**config.mk**
```make
export PLATFORM = sky130hd
export DESIGN_NAME = max_pool_engine
export DESIGN_NICKNAME = d
export VERILOG_FILES = /design/src/rtl/max_pool_engine.sv
export SDC_FILE = /design/constraint.sdc
export NUM_CORES = 1
export LEC_CHECK = 0
export ABC_AREA = 1
export ABC_CLOCK_PERIOD_IN_PS = 3200
export BUFFER_PORTS_ARGS = -buffer_cell sky130_fd_sc_hd__clkbuf_2
export CAP_MARGIN = 15
export CORE_MARGIN = 2
export CORE_UTILIZATION = 40
export DETAILED_ROUTE_END_ITERATION = 6
export PLACE_DENSITY_LB_ADDON = 0.25
export RECOVER_POWER = 50
export SYNTH_ARGS = -nofsm -noshare
export SYNTH_HDL_FRONTEND = slang
export SYNTH_SLANG_ARGS = --single-unit
```
**constraint.sdc**
```tcl
create_clock -name clk -period 3.2 [get_ports clk]
set_input_delay 0.48 -clock clk [delete_from_list [all_inputs] [get_ports clk]]
set_output_delay 0.48 -clock clk [all_outputs]
set_load 0.005 [all_outputs]
```
**src/rtl/max_pool_engine.sv**
```systemverilog
// Non-overlapping KERNEL_DIM x KERNEL_DIM max-pooling over a ROW_SIZE x ROW_SIZE
// image held in a registered-read BRAM; one frame per reset release.
module max_pool_engine #(
    parameter int ADDR_WIDTH = 6,
    parameter int DATA_WIDTH = 8,
    parameter int KERNEL_DIM = 2,
    parameter int ROW_SIZE   = 8
) (
    input  logic                  clk,
    input  logic                  rst,
    output logic [ADDR_WIDTH-1:0] rd_addr,
    input  logic [DATA_WIDTH-1:0] rd_data,
    output logic [ADDR_WIDTH-1:0] wr_addr,
    output logic [DATA_WIDTH-1:0] wr_data,
    output logic                  wr_en
);
    localparam int KK       = KERNEL_DIM * KERNEL_DIM;
    localparam int OUT_SIZE = ROW_SIZE / KERNEL_DIM;
    localparam int NWIN     = OUT_SIZE * OUT_SIZE;
    localparam int CW       = $clog2(KK + 1);
    localparam bit SINGLE   = (KK == 1);

    localparam logic [CW-1:0]         KK_LAST   = CW'(KK - 1);
    localparam logic [ADDR_WIDTH-1:0] K_A       = ADDR_WIDTH'(KERNEL_DIM);
    localparam logic [ADDR_WIDTH-1:0] R_A       = ADDR_WIDTH'(ROW_SIZE);
    localparam logic [ADDR_WIDTH-1:0] KC_LAST   = ADDR_WIDTH'(KERNEL_DIM - 1);
    localparam logic [ADDR_WIDTH-1:0] COL_LAST  = ADDR_WIDTH'(ROW_SIZE - KERNEL_DIM);
    localparam logic [ADDR_WIDTH-1:0] BAND_STEP = ADDR_WIDTH'(KERNEL_DIM + (KERNEL_DIM - 1) * ROW_SIZE);
    localparam logic [ADDR_WIDTH-1:0] WIN_LAST  = ADDR_WIDTH'(NWIN - 1);

    typedef enum logic [1:0] {IDLE, READ, WRITE, DONE} state_t;

    state_t                state;
    logic [CW-1:0]         kern_count;
    logic [ADDR_WIDTH-1:0] base_addr, col, row_off, kc, out_idx;
    logic [ADDR_WIDTH-1:0] kc_nxt, row_nxt, base_nxt, col_nxt;
    logic [DATA_WIDTH-1:0] max_val, win_max;

    // rd_addr is registered, so the address for element k+1 is formed during element k
    always_comb begin
        kc_nxt  = kc + 1'b1;
        row_nxt = row_off;
        if (kc == KC_LAST) begin
            kc_nxt  = '0;
            row_nxt = row_off + R_A;
        end
        col_nxt  = col + K_A;
        base_nxt = base_addr + K_A;
        if (col == COL_LAST) begin
            col_nxt  = '0;
            base_nxt = base_addr + BAND_STEP;
        end
    end

    always_comb begin
        win_max = (SINGLE || rd_data > max_val) ? rd_data : max_val;
    end

    assign wr_en   = (state == WRITE);
    assign wr_addr = out_idx;
    assign wr_data = wr_en ? win_max : '0;

    always_ff @(posedge clk or negedge rst) begin
        if (!rst) begin
            state      <= IDLE;
            kern_count <= '0;
            base_addr  <= '0;
            col        <= '0;
            row_off    <= '0;
            kc         <= '0;
            out_idx    <= '0;
            max_val    <= '0;
            rd_addr    <= '0;
        end else begin
            case (state)
                IDLE: begin
                    kern_count <= '0;
                    kc         <= '0;
                    row_off    <= '0;
                    rd_addr    <= base_addr;
                    state      <= READ;
                end
                READ: begin
                    // data for element k-1 is on rd_data while element k is addressed
                    if (kern_count == CW'(1))
                        max_val <= rd_data;
                    else if (kern_count > CW'(1))
                        max_val <= win_max;
                    if (kern_count == KK_LAST) begin
                        state <= WRITE;
                    end else begin
                        kern_count <= kern_count + 1'b1;
                        kc         <= kc_nxt;
                        row_off    <= row_nxt;
                        rd_addr    <= base_addr + row_nxt + kc_nxt;
                    end
                end
                WRITE: begin
                    kern_count <= '0;
                    kc         <= '0;
                    row_off    <= '0;
                    if (out_idx == WIN_LAST) begin
                        state <= DONE;
                    end else begin
                        out_idx   <= out_idx + 1'b1;
                        base_addr <= base_nxt;
                        col       <= col_nxt;
                        rd_addr   <= base_nxt;
                        state     <= READ;
                    end
                end
                default: state <= DONE;
            endcase
        end
    end
endmodule

```
=== Word level (Yosys, flattened, before mapping) ===
Cells that the tools add are included.

* Add/subtract/negate cells: 9
* Magnitude comparators: 2
* Equal/unequal tests: 10
* Mux-type cells: 20
* Bitwise logic cells: 1
* Reductions and logical operators: 9

{| class="wikitable"
|+ Operators by type and width
! kind !! number
|-
| 6-bit 2-to-1 mux || 8
|-
| 8-bit 2-to-1 mux || 4
|-
| 6-bit case mux with 2 select lines || 2
|-
| 6-bit case mux with 3 select lines || 1
|-
| 6-bit by 1-bit adder with 6-bit output (second input constant) || 2
|-
| 6-bit by 2-bit adder with 6-bit output (second input constant) || 2
|-
| 6-bit by 4-bit adder with 6-bit output (second input constant) || 2
|-
| 6-bit adder || 2
|-
| 8-bit greater-than comparator || 1
|-
| 6-bit by 1-bit equality test with 1-bit output (second input constant) || 1
|-
| 6-bit by 3-bit equality test with 1-bit output (second input constant) || 1
|-
| 6-bit by 4-bit equality test with 1-bit output (second input constant) || 1
|-
| 2-bit inequality test (second input constant) || 3
|-
| 2-bit case mux with 3 select lines || 1
|-
| 3-bit case mux with 2 select lines || 1
|-
| 2-bit AND reduction || 3
|-
| 2-bit 2-to-1 mux || 2
|-
| 2-bit nonzero test || 2
|-
| 3-bit by 1-bit adder with 3-bit output (second input constant) || 1
|-
| 3-bit by 1-bit equality test with 1-bit output (second input constant) || 1
|-
| 3-bit by 2-bit equality test with 1-bit output (second input constant) || 1
|-
| 3-bit by 1-bit greater-than comparator with 1-bit output (second input constant) || 1
|-
| 3-bit 2-to-1 mux || 1
|-
| 3-bit AND reduction || 1
|-
| other kinds (6) || 6
|}

* Register bits: 49
* Input bits: 10
* Word-level logic and storage cells: 60

=== Logic depth before layout (Yosys ltp) ===
* Word-level depth: 6
* Gate-level depth with buffers: 21

=== Worst setup path before layout ===
OpenSTA, ideal clock, no wires.

* Path type: register -> register
* From: register kc[1]
* To: register rd_addr[5]
* Library setup time: 0.116 ns
* Arrival time: 2.726 ns
* Required time: 3.084 ns
* Path slack: 0.358 ns
* Cell stages (with the launch flop): 21
* Path buffers: 0
* Cell sequence: dfrtp_1 -> inv_1 -> ha_1 -> inv_1 -> nor2_2 -> nand3_4 -> or2_2 -> o21ai_0 -> inv_1 -> fa_1 -> ha_1 -> a21oi_1 -> inv_1 -> nand2_2 -> nand2_2 -> inv_2 -> nand2_1 -> nand3_1 -> nand2_1 -> nand2_1 -> nand2_1

* Longest elaborated chain between the ends: 6

{| class="wikitable"
|+ RTL lines
! element !! line !! source
|-
| start, declared || 35 || <nowiki>logic [ADDR_WIDTH-1:0] base_addr, col, row_off, kc, out_idx;</nowiki>
|-
| start signal, assigned || 93 || <nowiki>kc <= kc_nxt;</nowiki>
|-
| 6-bit by 1-bit equality test with 1-bit output || 43 || <nowiki>if (kc == KC_LAST) begin</nowiki>
|-
| 6-bit 2-to-1 mux || 43 ||
|-
| 6-bit adder || 95 || <nowiki>rd_addr <= base_addr + row_nxt + kc_nxt;</nowiki>
|-
| 6-bit adder (*) || 95 ||
|-
| 6-bit 2-to-1 mux (*) || 89 || <nowiki>if (kern_count == KK_LAST) begin</nowiki>
|-
| 6-bit case mux with 3 select lines (*) || 75 || <nowiki>case (state)</nowiki>
|-
| end signal, assigned || 80 || <nowiki>rd_addr <= base_addr;</nowiki>
|-
| end signal, assigned || 95 ||
|-
| end signal, assigned || 108 || <nowiki>rd_addr <= base_nxt;</nowiki>
|-
| end, declared || 11 || <nowiki>output logic [ADDR_WIDTH-1:0] rd_addr,</nowiki>
|}

Every way passes the cells marked *; elsewhere a longest branch is shown, timed or not. The select of a mux whose other input is x is not followed.
A chain may end at the register's enable or synchronous reset.

=== Worst setup path after layout ===
Ends and elaborated chain as after synthesis.

==> out/summary.txt <==
Status - completed
Horiz. Die Dim - 90.75 um
Post-layout net count - 442
Critical path's largest stage delay - 440 ps
Max capacitance violation total - 0
Count of pins over their slew limit - 0
Category of cells accounting for the largest share of critical-path delay - adder cells
Total Negative Setup Slacks - 0 ps
Critical register-to-register path endpoint - rd_addr[5]$_DFFE_PN0P_
R2R cell count - 20
Clock-pin slew on the worst setup and hold paths - 80 ps
Final Hold Vio Count - 0
Total number of vias - 2,439
Kind of capture point of the worst setup path - flop
Sink Count - 44
Sum of routed wire length over all layers - 6388 um
Filler Cell Count - 761
Post-placement worst setup slack - 176.2 ps
Worst-case headroom to the max-slew limit - 11.86%
Vias in the first global route - 2,406
Worst Path Buf+Inv - 5
Row count - 31
Startpoint of the worst-slack reg-to-reg timing path - kc[1]$_DFFE_PN0P_
Vertical die dimension - 90.75 um
PD cells - 352.6 mW/mm^2
Peak supply drop - 143.7 uV
Leakage power of the design - 0.001759 uW
Die footprint - 0.008236 mm^2
Routed length per placed instance - 12.75 um
Worst endpoint data arrival time - 3190 ps
Final count of negative-setup-slack endpoints - 0
Global-route wire length before repair - 11,090 um
Yosys reg bits - 44
Number of setup buffers added after CTS - 0
Maximum level of the CTS H-tree - 2
TritonCTS clock tree - yes
Global-route congestion overflow total - 0
Post-route clock skew - 3.252 ps
I/O pin total - 31
Fraction of layout instances using a drive strength above 1 - 16.67%
Cts bufs inserted - 5
Last element of the critical path - rd_addr[5]$_DFFE_PN0P_
Library cell contributing the largest single delay on the critical path - sky130_fd_sc_hd__fa_1
Routability Congestion - 0.8141
Total global routing track utilization - 16.52%
Req. time, crit path - 3400 ps
Number of diodes - 0
Critical path origin - kc[1]$_DFFE_PN0P_
Worst hold-check path type - input pin to asynchronous set/reset pin
Total core area - 0.007253 mm^2
Vias per inst - 4.868
Pin count of the biggest net entering global routing - 25
Residual antenna-violating net count after detailed routing - 0
Later-pin clock latency in the skew report - 300 ps
Worst Tran Pin Value - 1322 ps
Final Cycle Share - 93.46%
Total number of cells along the worst setup path - 20
Part of the Yosys area used for sequential elements - 36.58%
Detailed placement HPWL - 4781 um
Warning count from the yosys run - 0
Count of distinct cell types in the synthesized netlist - 38
Net count of the mapped netlist - 409
Nature of the critical path startpoint - flop
Cell Chain, Critical Path - inv_1 > ha_1 > inv_1 > nor2_4 > nand3_4 > or2_2 > o21ai_0 > inv_1 > fa_1 > ha_1 > a21oi_2 > inv_1 > nand2_2 > nand2_2 > inv_2 > nand2_1 > nand3_1 > nand2_1 > nand2_1 > nand2_1
Setup Crit Path Kind - flop to flop
Top achievable clock speed - 334.4 MHz
Starting Density - 41.50%
Reg2Reg Setup Slack - 210 ps
Port bufs - 30
Fin worst setup slack - 209.3 ps
Post-synthesis cell area - 0.003010 mm^2
Avg Synthesized Cell Area - 8.180 um^2
CTS Buffer Depth - 2
Hold WS - 401.2 ps
Root buffer selected by CTS - sky130_fd_sc_hd__clkbuf_8
Relative area change from synthesis to final layout - 12.22%
Most used cells in the layout excluding fill and tap cells - sky130_fd_sc_hd__nand2_1 (77), sky130_fd_sc_hd__inv_1 (48), sky130_fd_sc_hd__dfrtp_1 (44)
Pre-antenna DRT Iters - 4
Initial antenna violation count - 0
Biggest fanout along the worst timing path - 7
Crit path time final - 2991 ps
Synthesized instance count - 368
Most common library cell in the layout ignoring fill and taps - sky130_fd_sc_hd__nand2_1
Detailed Route Iter0 Violations - 111
Final routed DRC violation total - 0
## Yosys cell counts, drive strengths merged
cell type	n	share of area [%]
inv	52	6.6
o21a	1	0.25
or2	2	0.42
conb	1	0.12
buf	5	1.2
a31oi	2	0.91
xnor2	5	1.5
o21ai	22	3.7
nor2	30	4.1
clkinv	2	0.25
nand3	31	6.1
nand4	1	0.71
a221oi	1	0.29
ha	28	12
dfrtp	44	37
a22oi	1	0.25
xor2	9	2.6
o31ai	2	0.83
a211oi	1	0.42
nor3	2	0.71
nand3b	2	0.50
nand2	87	12
fa	3	2.0
clkbuf	1	0.12
o22ai	10	2.1
a21oi	23	4.1
## cell type report
type	count	area [um^2]	area share, %
tap	99	123.9	3.667
sequential	44	1101	32.59
clock inverter	2	38.79	1.148
timing repair buffer	32	155.1	4.593
clock buffer	6	82.58	2.444
inverter	54	205.2	6.074
multi-input combinational	264	1672	49.48
## per-layer routing
layer  global-route usage (%)  share of wire, %
met2                    28.05                47
met1                    21.13                47
met3                    3.506               4.0
met4                    4.872               2.0
met5                        0                 0
## per-stage QoR
stage	power, uW	util (%)	cells	instance area, um^2
finish	1191	46.58	501	3378
global route	1261	46.58	501	3378
CTS	1210	46.59	501	3379
detailed placement	745.7	44.92	493	3258
global placement	742.9	44.92	493	3258
floorplan	698.9	-	368	3010
## logic make-up (layout without fill, tap and decap cells)
logic type	after synthesis	count (layout)	synth area share, %
AND/OR/NAND/NOR	155	155	24.65
AO/OA/AOI/OAI	63	63	12.76
buffers and inverters	60	94	8.188
flip-flops	44	44	36.58
adder cells (fa/ha/maj)	31	31	13.63
XOR/XNOR	14	14	4.073
other	1	1	0.1246
## report_power, final
| group | switching, uW | leakage, uW | internal (uW) |
|---|---|---|---|
| Clock | 203 | 0.0000614 | 255 |
| Sequential | 7.63 | 0.000524 | 571 |
| Combinational | 101 | 0.00117 | 53.2 |
| Total | 311 | 0.00176 | 880 |
## how the worst min path moves through the flow
stage / from / end / slack (ps) / cells after the start
floorplan: rst / base_addr[1]$_DFFE_PN0P_ / 180 / 0
global placement: col[5]$_DFFE_PN0P_ / col[5]$_DFFE_PN0P_ / 470 / 1
detailed placement: col[5]$_DFFE_PN0P_ / col[5]$_DFFE_PN0P_ / 470 / 1
CTS: rst / rd_addr[2]$_DFFE_PN0P_ / 170 / 1
global route: rst / rd_addr[1]$_DFFE_PN0P_ / 510 / 1
finish: rst / max_val[3]$_DFFE_PN0P_ / 400 / 1
## state kept, by name (all words and copies together), names as in the netlist
signal and count:
max_val 8, col 5, rd_addr 6, base_addr 5, kc 6, kern_count 3, row_off 3, wr_addr 6
state 2
## timing repair
action                                  CTS  global route
resized for setup                         0             2
endpoints found under the setup margin    0             1
hold buffers                              0             0
Power figures use the tool's default switching activity.
